`src/rtl/impartitor_pkg.sv`:
```
// Shared types and constants for the impartitor_secv sequential restoring divider.
package impartitor_pkg;

  localparam int WIDTH_DEF = 8;

  typedef enum logic [1:0] {
    IDLE = 2'd0,
    RUN  = 2'd1,
    DONE = 2'd2
  } state_e;

  // Step counter must be able to hold the value width.
  function automatic int cnt_width(input int w);
    return $clog2(w + 1);
  endfunction

  localparam int CNT_W_DEF = cnt_width(WIDTH_DEF);

endpackage

```
`src/rtl/impartitor_pas.sv`:
```
// One restoring-division step: shift in the next dividend bit, trial-subtract the divisor.
module impartitor_pas #(
  parameter int W = 8
) (
  input  logic [W:0]   r_in,
  input  logic         bit_in,
  input  logic [W-1:0] divisor,
  output logic [W:0]   r_out,
  output logic         q_bit
);

  logic [W+1:0] shifted;
  logic [W+1:0] trial;

  always_comb begin
    shifted = {r_in, bit_in};
    trial   = shifted - {2'b00, divisor};
    q_bit   = (shifted >= {2'b00, divisor});
    r_out   = q_bit ? trial[W:0] : shifted[W:0];
  end

endmodule

```
`src/rtl/impartitor_secv.sv`:
```
// Sequential restoring divider: 2*width-bit dividend / width-bit divisor, one quotient bit per clock.
// Define DIV_OVF_CHECK_EN to flag overflow / divide-by-zero at load and finish in one cycle.
module impartitor_secv
  import impartitor_pkg::*;
#(
  parameter int width = WIDTH_DEF
) (
  input  logic               clk,
  input  logic               reset,
  input  logic               load,
  input  logic [2*width-1:0] OpA,
  input  logic [width-1:0]   OpB,
  output logic [width-1:0]   quot,
  output logic [width-1:0]   rem,
  output logic               busy,
  output logic               ready,
  output logic               ovf
);

  localparam int CW = cnt_width(width);

  state_e           state_q, state_d;
  logic [width:0]   r_q, r_d;
  logic [width-1:0] lo_q, lo_d;
  logic [width-1:0] dvs_q, dvs_d;
  logic [width-1:0] quot_q, quot_d;
  logic [width-1:0] rem_q, rem_d;
  logic [CW-1:0]    cnt_q, cnt_d;
  logic             busy_q, busy_d;
  logic             ready_q, ready_d;
`ifdef DIV_OVF_CHECK_EN
  logic             ovf_q, ovf_d;
  logic             ovf_hit;
`endif

  logic [width:0]   r_step;
  logic             q_bit;

  // lo_q shifts dividend bits out of its MSB while quotient bits enter at its LSB.
  impartitor_pas #(.W(width)) u_pas (
    .r_in    (r_q),
    .bit_in  (lo_q[width-1]),
    .divisor (dvs_q),
    .r_out   (r_step),
    .q_bit   (q_bit)
  );

`ifdef DIV_OVF_CHECK_EN
  assign ovf_hit = (OpB == '0) || (OpA[2*width-1:width] >= OpB);
`endif

  always_comb begin
    // NOTE: every _d defaults to its _q so no path through the case leaves a latch.
    state_d = state_q;
    r_d     = r_q;
    lo_d    = lo_q;
    dvs_d   = dvs_q;
    quot_d  = quot_q;
    rem_d   = rem_q;
    cnt_d   = cnt_q;
    busy_d  = busy_q;
    ready_d = ready_q;
`ifdef DIV_OVF_CHECK_EN
    ovf_d   = ovf_q;
`endif
    unique case (state_q)
      IDLE, DONE: begin
        if (load) begin
          dvs_d   = OpB;
          r_d     = {1'b0, OpA[2*width-1:width]};
          lo_d    = OpA[width-1:0];
          cnt_d   = '0;
          ready_d = 1'b0;
          busy_d  = 1'b1;
          state_d = RUN;
`ifdef DIV_OVF_CHECK_EN
          ovf_d   = 1'b0;
          if (ovf_hit) begin
            state_d = DONE;
            busy_d  = 1'b0;
            ready_d = 1'b1;
            ovf_d   = 1'b1;
            quot_d  = '1;
            rem_d   = '0;
          end
`endif
        end
      end
      RUN: begin
        r_d   = r_step;
        lo_d  = {lo_q[width-2:0], q_bit};
        cnt_d = cnt_q + CW'(1);
        if (cnt_q == CW'(width - 1)) begin
          state_d = DONE;
          busy_d  = 1'b0;
          ready_d = 1'b1;
          quot_d  = {lo_q[width-2:0], q_bit};
          rem_d   = r_step[width-1:0];
        end
      end
      default: state_d = IDLE;
    endcase
  end

  always_ff @(posedge clk or negedge reset) begin
    if (!reset) begin
      state_q <= IDLE;
      r_q     <= '0;
      lo_q    <= '0;
      dvs_q   <= '0;
      quot_q  <= '0;
      rem_q   <= '0;
      cnt_q   <= '0;
      busy_q  <= 1'b0;
      ready_q <= 1'b0;
`ifdef DIV_OVF_CHECK_EN
      ovf_q   <= 1'b0;
`endif
    end else begin
      // NOTE: non-blocking so every flop samples the pre-edge value of its neighbours.
      state_q <= state_d;
      r_q     <= r_d;
      lo_q    <= lo_d;
      dvs_q   <= dvs_d;
      quot_q  <= quot_d;
      rem_q   <= rem_d;
      cnt_q   <= cnt_d;
      busy_q  <= busy_d;
      ready_q <= ready_d;
`ifdef DIV_OVF_CHECK_EN
      ovf_q   <= ovf_d;
`endif
    end
  end

  assign quot  = quot_q;
  assign rem   = rem_q;
  assign busy  = busy_q;
  assign ready = ready_q;
`ifdef DIV_OVF_CHECK_EN
  assign ovf   = ovf_q;
`else
  assign ovf   = 1'b0;
`endif

endmodule

```
`config.mk`:
```
export PLATFORM = sky130hd
export DESIGN_NAME = impartitor_secv
export DESIGN_NICKNAME = d
export VERILOG_FILES = /design/src/rtl/impartitor_pkg.sv /design/src/rtl/impartitor_pas.sv /design/src/rtl/impartitor_secv.sv
export SDC_FILE = /design/constraint.sdc
export NUM_CORES = 1
export LEC_CHECK = 0
export CAP_MARGIN = 20
export CELL_PAD_IN_SITES_DETAIL_PLACEMENT = 0
export CELL_PAD_IN_SITES_GLOBAL_PLACEMENT = 1
export CORE_MARGIN = 2
export CORE_UTILIZATION = 37
export CTS_BUF_LIST = sky130_fd_sc_hd__clkbuf_4 sky130_fd_sc_hd__clkbuf_8
export CTS_CLUSTER_SIZE = 25
export DETAILED_ROUTE_END_ITERATION = 12
export PLACE_DENSITY = 0.8
export REMOVE_ABC_BUFFERS = 1
export SYNTH_ARGS = -nofsm -noshare
export SYNTH_HDL_FRONTEND = slang
export SYNTH_SLANG_ARGS = --single-unit
export TNS_END_PERCENT = 30
```
`constraint.sdc`:
```
create_clock -name clk -period 2.5 [get_ports clk]
set_clock_uncertainty 0.2 [all_clocks]
set_input_delay 0.375 -clock clk [delete_from_list [all_inputs] [get_ports clk]]
set_output_delay 0.375 -clock clk [all_outputs]
set_load 0.005 [all_outputs]
```
==> impl_metrics.tcl, run 1 <==
set metrics [dict create \
    run_status "complete, no violations" \
    wl_per_cell_microns 14.12 \
    grt_usage 0.1600 \
    synth-seq-cells 49 \
    postRouteAntennaNets 0 \
    tritoncts "built" \
    start_util 0.3848 \
    rrSetupSlack_ps 80 \
    fmax_ghz 0.4126 \
    path_cells "ha_2 -> nand3_2 -> o31a_1 -> nor3b_4 -> buf_6 -> or3_4 -> a31oi_2" \
    synthesis.area_sq_um 2457 \
    yosys_warnings 0 \
    crit_required_ps 2540 \
    reg2regPathDepth 7 \
    coreArea_sq_um 6386 \
    rows 29 \
    cp_slowest_cell "ha_2" \
    tns_ps 0 \
    grt_util_met3 0.03850 \
    p_seq_frac 0.302 \
    final_common_cell "nand2_1" \
    clock_path_buffers 2 \
    antenna_found_initial 0 \
    num_vias 2011 \
    io_pins 46 \
    ys.flop_type "dfrtp_1" \
    dieArea_sq_um 7309 \
    p_int_mw 2.755 \
    crit_path_end_kind "register" \
    hp-class "reg -> reg" \
    cts_setup_buffers 0 \
    syn_to_final_growth_pct 29.79 \
    combPwrFrac 0.598 \
    p_sw_mw 2.026 \
    startpoint_type "register" \
    r2r-end "rem[6]" \
    cp_top_family "simple AND/OR/NAND/NOR gates" \
    fin_ws_ps 76.24 \
    place_congestion 0.8118 \
    clk-insertion-delay-late_ps 310 \
    ir_worst_vdd_v 0.0006043 \
    hold_start "ready" \
    slew_viol_final 0 \
    p_per_area_nw_per_um2 1499 \
    wl_microns 5551 \
    grt_max_degree 50 \
    cts_buffers 5 \
    grt_busiest_layer "met1" \
    synthCells 263 \
    worstPathArrival_ps 2470 \
    holdPathEnd "ready" \
    clkPwrFrac 0.101 \
    cts_root_buf "clkbuf_8" \
    cp_max_fo 10 \
    drt-vias-per-instance 5.117 \
    holdPathStages 2 \
    period_needed_ps 2424 \
    grt_util_met2 0.2301 \
    drtIter0Drc 116 \
    final-hold-violation-count 0 \
    synth-edff-count 0 \
    clk_pin_slew_ps 100 \
    rr_startpoint "r_q[4]" \
    die_h_microns 85.50 \
    setup_viol 0 \
    gr-total-overflow 0 \
    antennaDiodeCount 0 \
    switching_share 0.4237 \
    yosysUniqueCellTypes 41 \
    critPathBufInv 1 \
    grt_pass1_wl_microns 9315 \
    ys_seq_area_frac 0.4990 \
    drive_above_1_share 0.1171 \
    dpl.hpwl_microns 3911 \
    htree_num_levels 2 \
    nets 352 \
    fillCellCount 614 \
    max_stage_delay_ps 430 \
    rsz0062_at_grt "false" \
    drc 0 \
    grt_pass1_vias 1935 \
    async_reset_ff_frac 1.000 \
    final_cell_mix "nand2_1 (62), dfrtp_1 (49), clkdlybuf4s50_1 (43)" \
    synth_area_per_cell_sq_um 9.344 \
    met1_usage 0.2336 \
    clock_sinks 49 \
    max-cap-violations 0 \
    dr.pass1.iters 4 \
    critPathKind "reg -> reg" \
    leakagePower_nw 1.405 \
    pre_cts_ws_ps 29.42 \
    post-route-period-util 0.9695 \
    die_x_microns 85.50 \
    port_buffers 44 \
]
[flip-flops by register name, indices dropped and copies added, names as in the netlist]
name,count
r_q,9
dvs_q,8
lo_q,8
quot,8
rem,8
cnt_q,4
state_q,2
busy,1
ready,1
[through the flow]
step | power [mW] | cells | utilization | hold WS, ps | area [sq um]
3_3_place_gp | 4.028 | 384 | 0.4767 | 182.3 | 3044
6_report | 4.781 | 393 | 0.4994 | 282.4 | 3189
4_1_cts | 4.591 | 393 | 0.4924 | 289.3 | 3144
2_1_floorplan | 3.158 | 248 | - | -120.6 | 2385
3_5_place_dp | 4.081 | 384 | 0.4767 | 187.7 | 3044
5_1_grt | 5.218 | 393 | 0.4994 | 310.5 | 3189
[how the worst max path moves through the flow]
| stage | startpoint | end | slack (ps) | depth (start not counted) |
|---|---|---|---|---|
| 2_1_floorplan | state_q[0] | r_q[7] | -350 | 5 |
| 3_3_place_gp | r_q[4] | rem[6] | 110 | 7 |
| 3_5_place_dp | lo_q[7] | rem[3] | 30 | 10 |
| 4_1_cts | lo_q[7] | r_q[3] | 20 | 10 |
| 5_1_grt | r_q[2] | rem[6] | 0.9 | 7 |
| 6_report | r_q[4] | rem[6] | 80 | 7 |
[area by class of cell]
cell class	instances	area (sq um)	share of cell area
Timing Repair Buffer	60	574.3	0.1801
Inverter	10	37.54	0.01177
Clock buffer	5	68.82	0.02158
Sequential cell	49	1226	0.3845
Tap cell	77	96.34	0.03021
Multi-Input combinational cell	189	1165	0.3652
Clock inverter	3	21.27	0.006669
[logic make-up (layout without fill, tap and decap cells)]
family	count (synthesis)	after routing	share of synthesized area
XOR/XNOR	3	3	0.01069
AO/OA/AOI/OAI	66	66	0.1711
flip-flops	49	49	0.4990
other	1	1	0.001526
adder cells (fa/ha/maj)	10	10	0.05397
AND/OR/NAND/NOR	102	102	0.1899
buffers and inverters	25	78	0.04480
multiplexers	7	7	0.02902
[synthesized netlist by cell type (all sizes together), types with 2 or more instances]
library cell	count	share of area
xor2	3	0.011
buf	4	0.013
nor2b	5	0.013
dfrtp	49	0.50
nand4	3	0.0076
inv	10	0.015
clkbuf	11	0.017
nor3	4	0.0081
a221o	2	0.0081
ha	9	0.046
nor2	13	0.020
a22o	3	0.011
o31ai	2	0.0061
nand2b	3	0.0076
nand2	62	0.095
a22oi	13	0.040
mux2i	6	0.024
nand3	6	0.014
a21oi	8	0.018
o21ai	29	0.059
a31oi	4	0.013
[what timing repair did]
action | 4_1_cts | 5_1_grt
hold buffers | 1 | 0
endpoints found under the setup margin | 0 | 13
gates resized for setup | 0 | 10
endpoints found under the hold margin | 49 | 0
[per-layer routing]
layer / vias up / part of all wire / wire length [microns]
met2: 40 / 0.46 / 2538
met3: 5 / 0.036 / 202
met5: - / 0 / 0
met1: 957 / 0.49 / 2735
met4: 0 / 0.013 / 74
li1: 1009 / - / -
[tightest hold or removal path: stages (launching register included)]
cell and delay (ps):
dfrtp_1 350, nand2_1 50, nand2_1 50
[power groups by stage]
stage / Combinational (mW) / Sequential (mW) / Clock (mW)
2_1_floorplan: 1.76 / 1.40 / 0
3_3_place_gp: 2.59 / 1.44 / 0
3_5_place_dp: 2.64 / 1.45 / 0
4_1_cts: 2.66 / 1.44 / 0.498
5_1_grt: 3.20 / 1.49 / 0.533
6_report: 2.86 / 1.44 / 0.482
(Power assumes the default switching activity.)
==> run 2, diff against run 1 <==
--- a/config.mk
+++ b/config.mk
@@ -11,10 +11,10 @@
 export CORE_MARGIN = 2
 export CORE_UTILIZATION = 37
 export CTS_BUF_LIST = sky130_fd_sc_hd__clkbuf_4 sky130_fd_sc_hd__clkbuf_8
-export CTS_CLUSTER_SIZE = 25
 export DETAILED_ROUTE_END_ITERATION = 12
 export PLACE_DENSITY = 0.8
 export REMOVE_ABC_BUFFERS = 1
+export SKIP_CTS_REPAIR_TIMING = 1
 export SYNTH_ARGS = -nofsm -noshare
 export SYNTH_HDL_FRONTEND = slang
 export SYNTH_SLANG_ARGS = --single-unit
==> results of run 2 <==
Final layout, timing and power as in run 1 (identical DEF).
Main changes from that run: wire length of the first global-routing pass 9315 microns -> 9273 microns; via count of the first global-routing pass 1935 -> 1924; overall routing resource usage 0.1600 -> 0.1594; met1 usage 0.2336 -> 0.2330; met2 usage 0.2301 -> 0.2287
==> run 3, diff against run 2 <==
--- a/config.mk
+++ b/config.mk
@@ -11,6 +11,7 @@
 export CORE_MARGIN = 2
 export CORE_UTILIZATION = 37
 export CTS_BUF_LIST = sky130_fd_sc_hd__clkbuf_4 sky130_fd_sc_hd__clkbuf_8
+export CTS_CLUSTER_DIAMETER = 50
 export DETAILED_ROUTE_END_ITERATION = 12
 export PLACE_DENSITY = 0.8
 export REMOVE_ABC_BUFFERS = 1
==> results of run 3 <==
Final layout, timing and power as in run 1 (identical DEF).
Main changes from that run: wire length of the first global-routing pass 9315 microns -> 9273 microns; via count of the first global-routing pass 1935 -> 1924; overall routing resource usage 0.1600 -> 0.1594; met1 usage 0.2336 -> 0.2330; met2 usage 0.2301 -> 0.2287
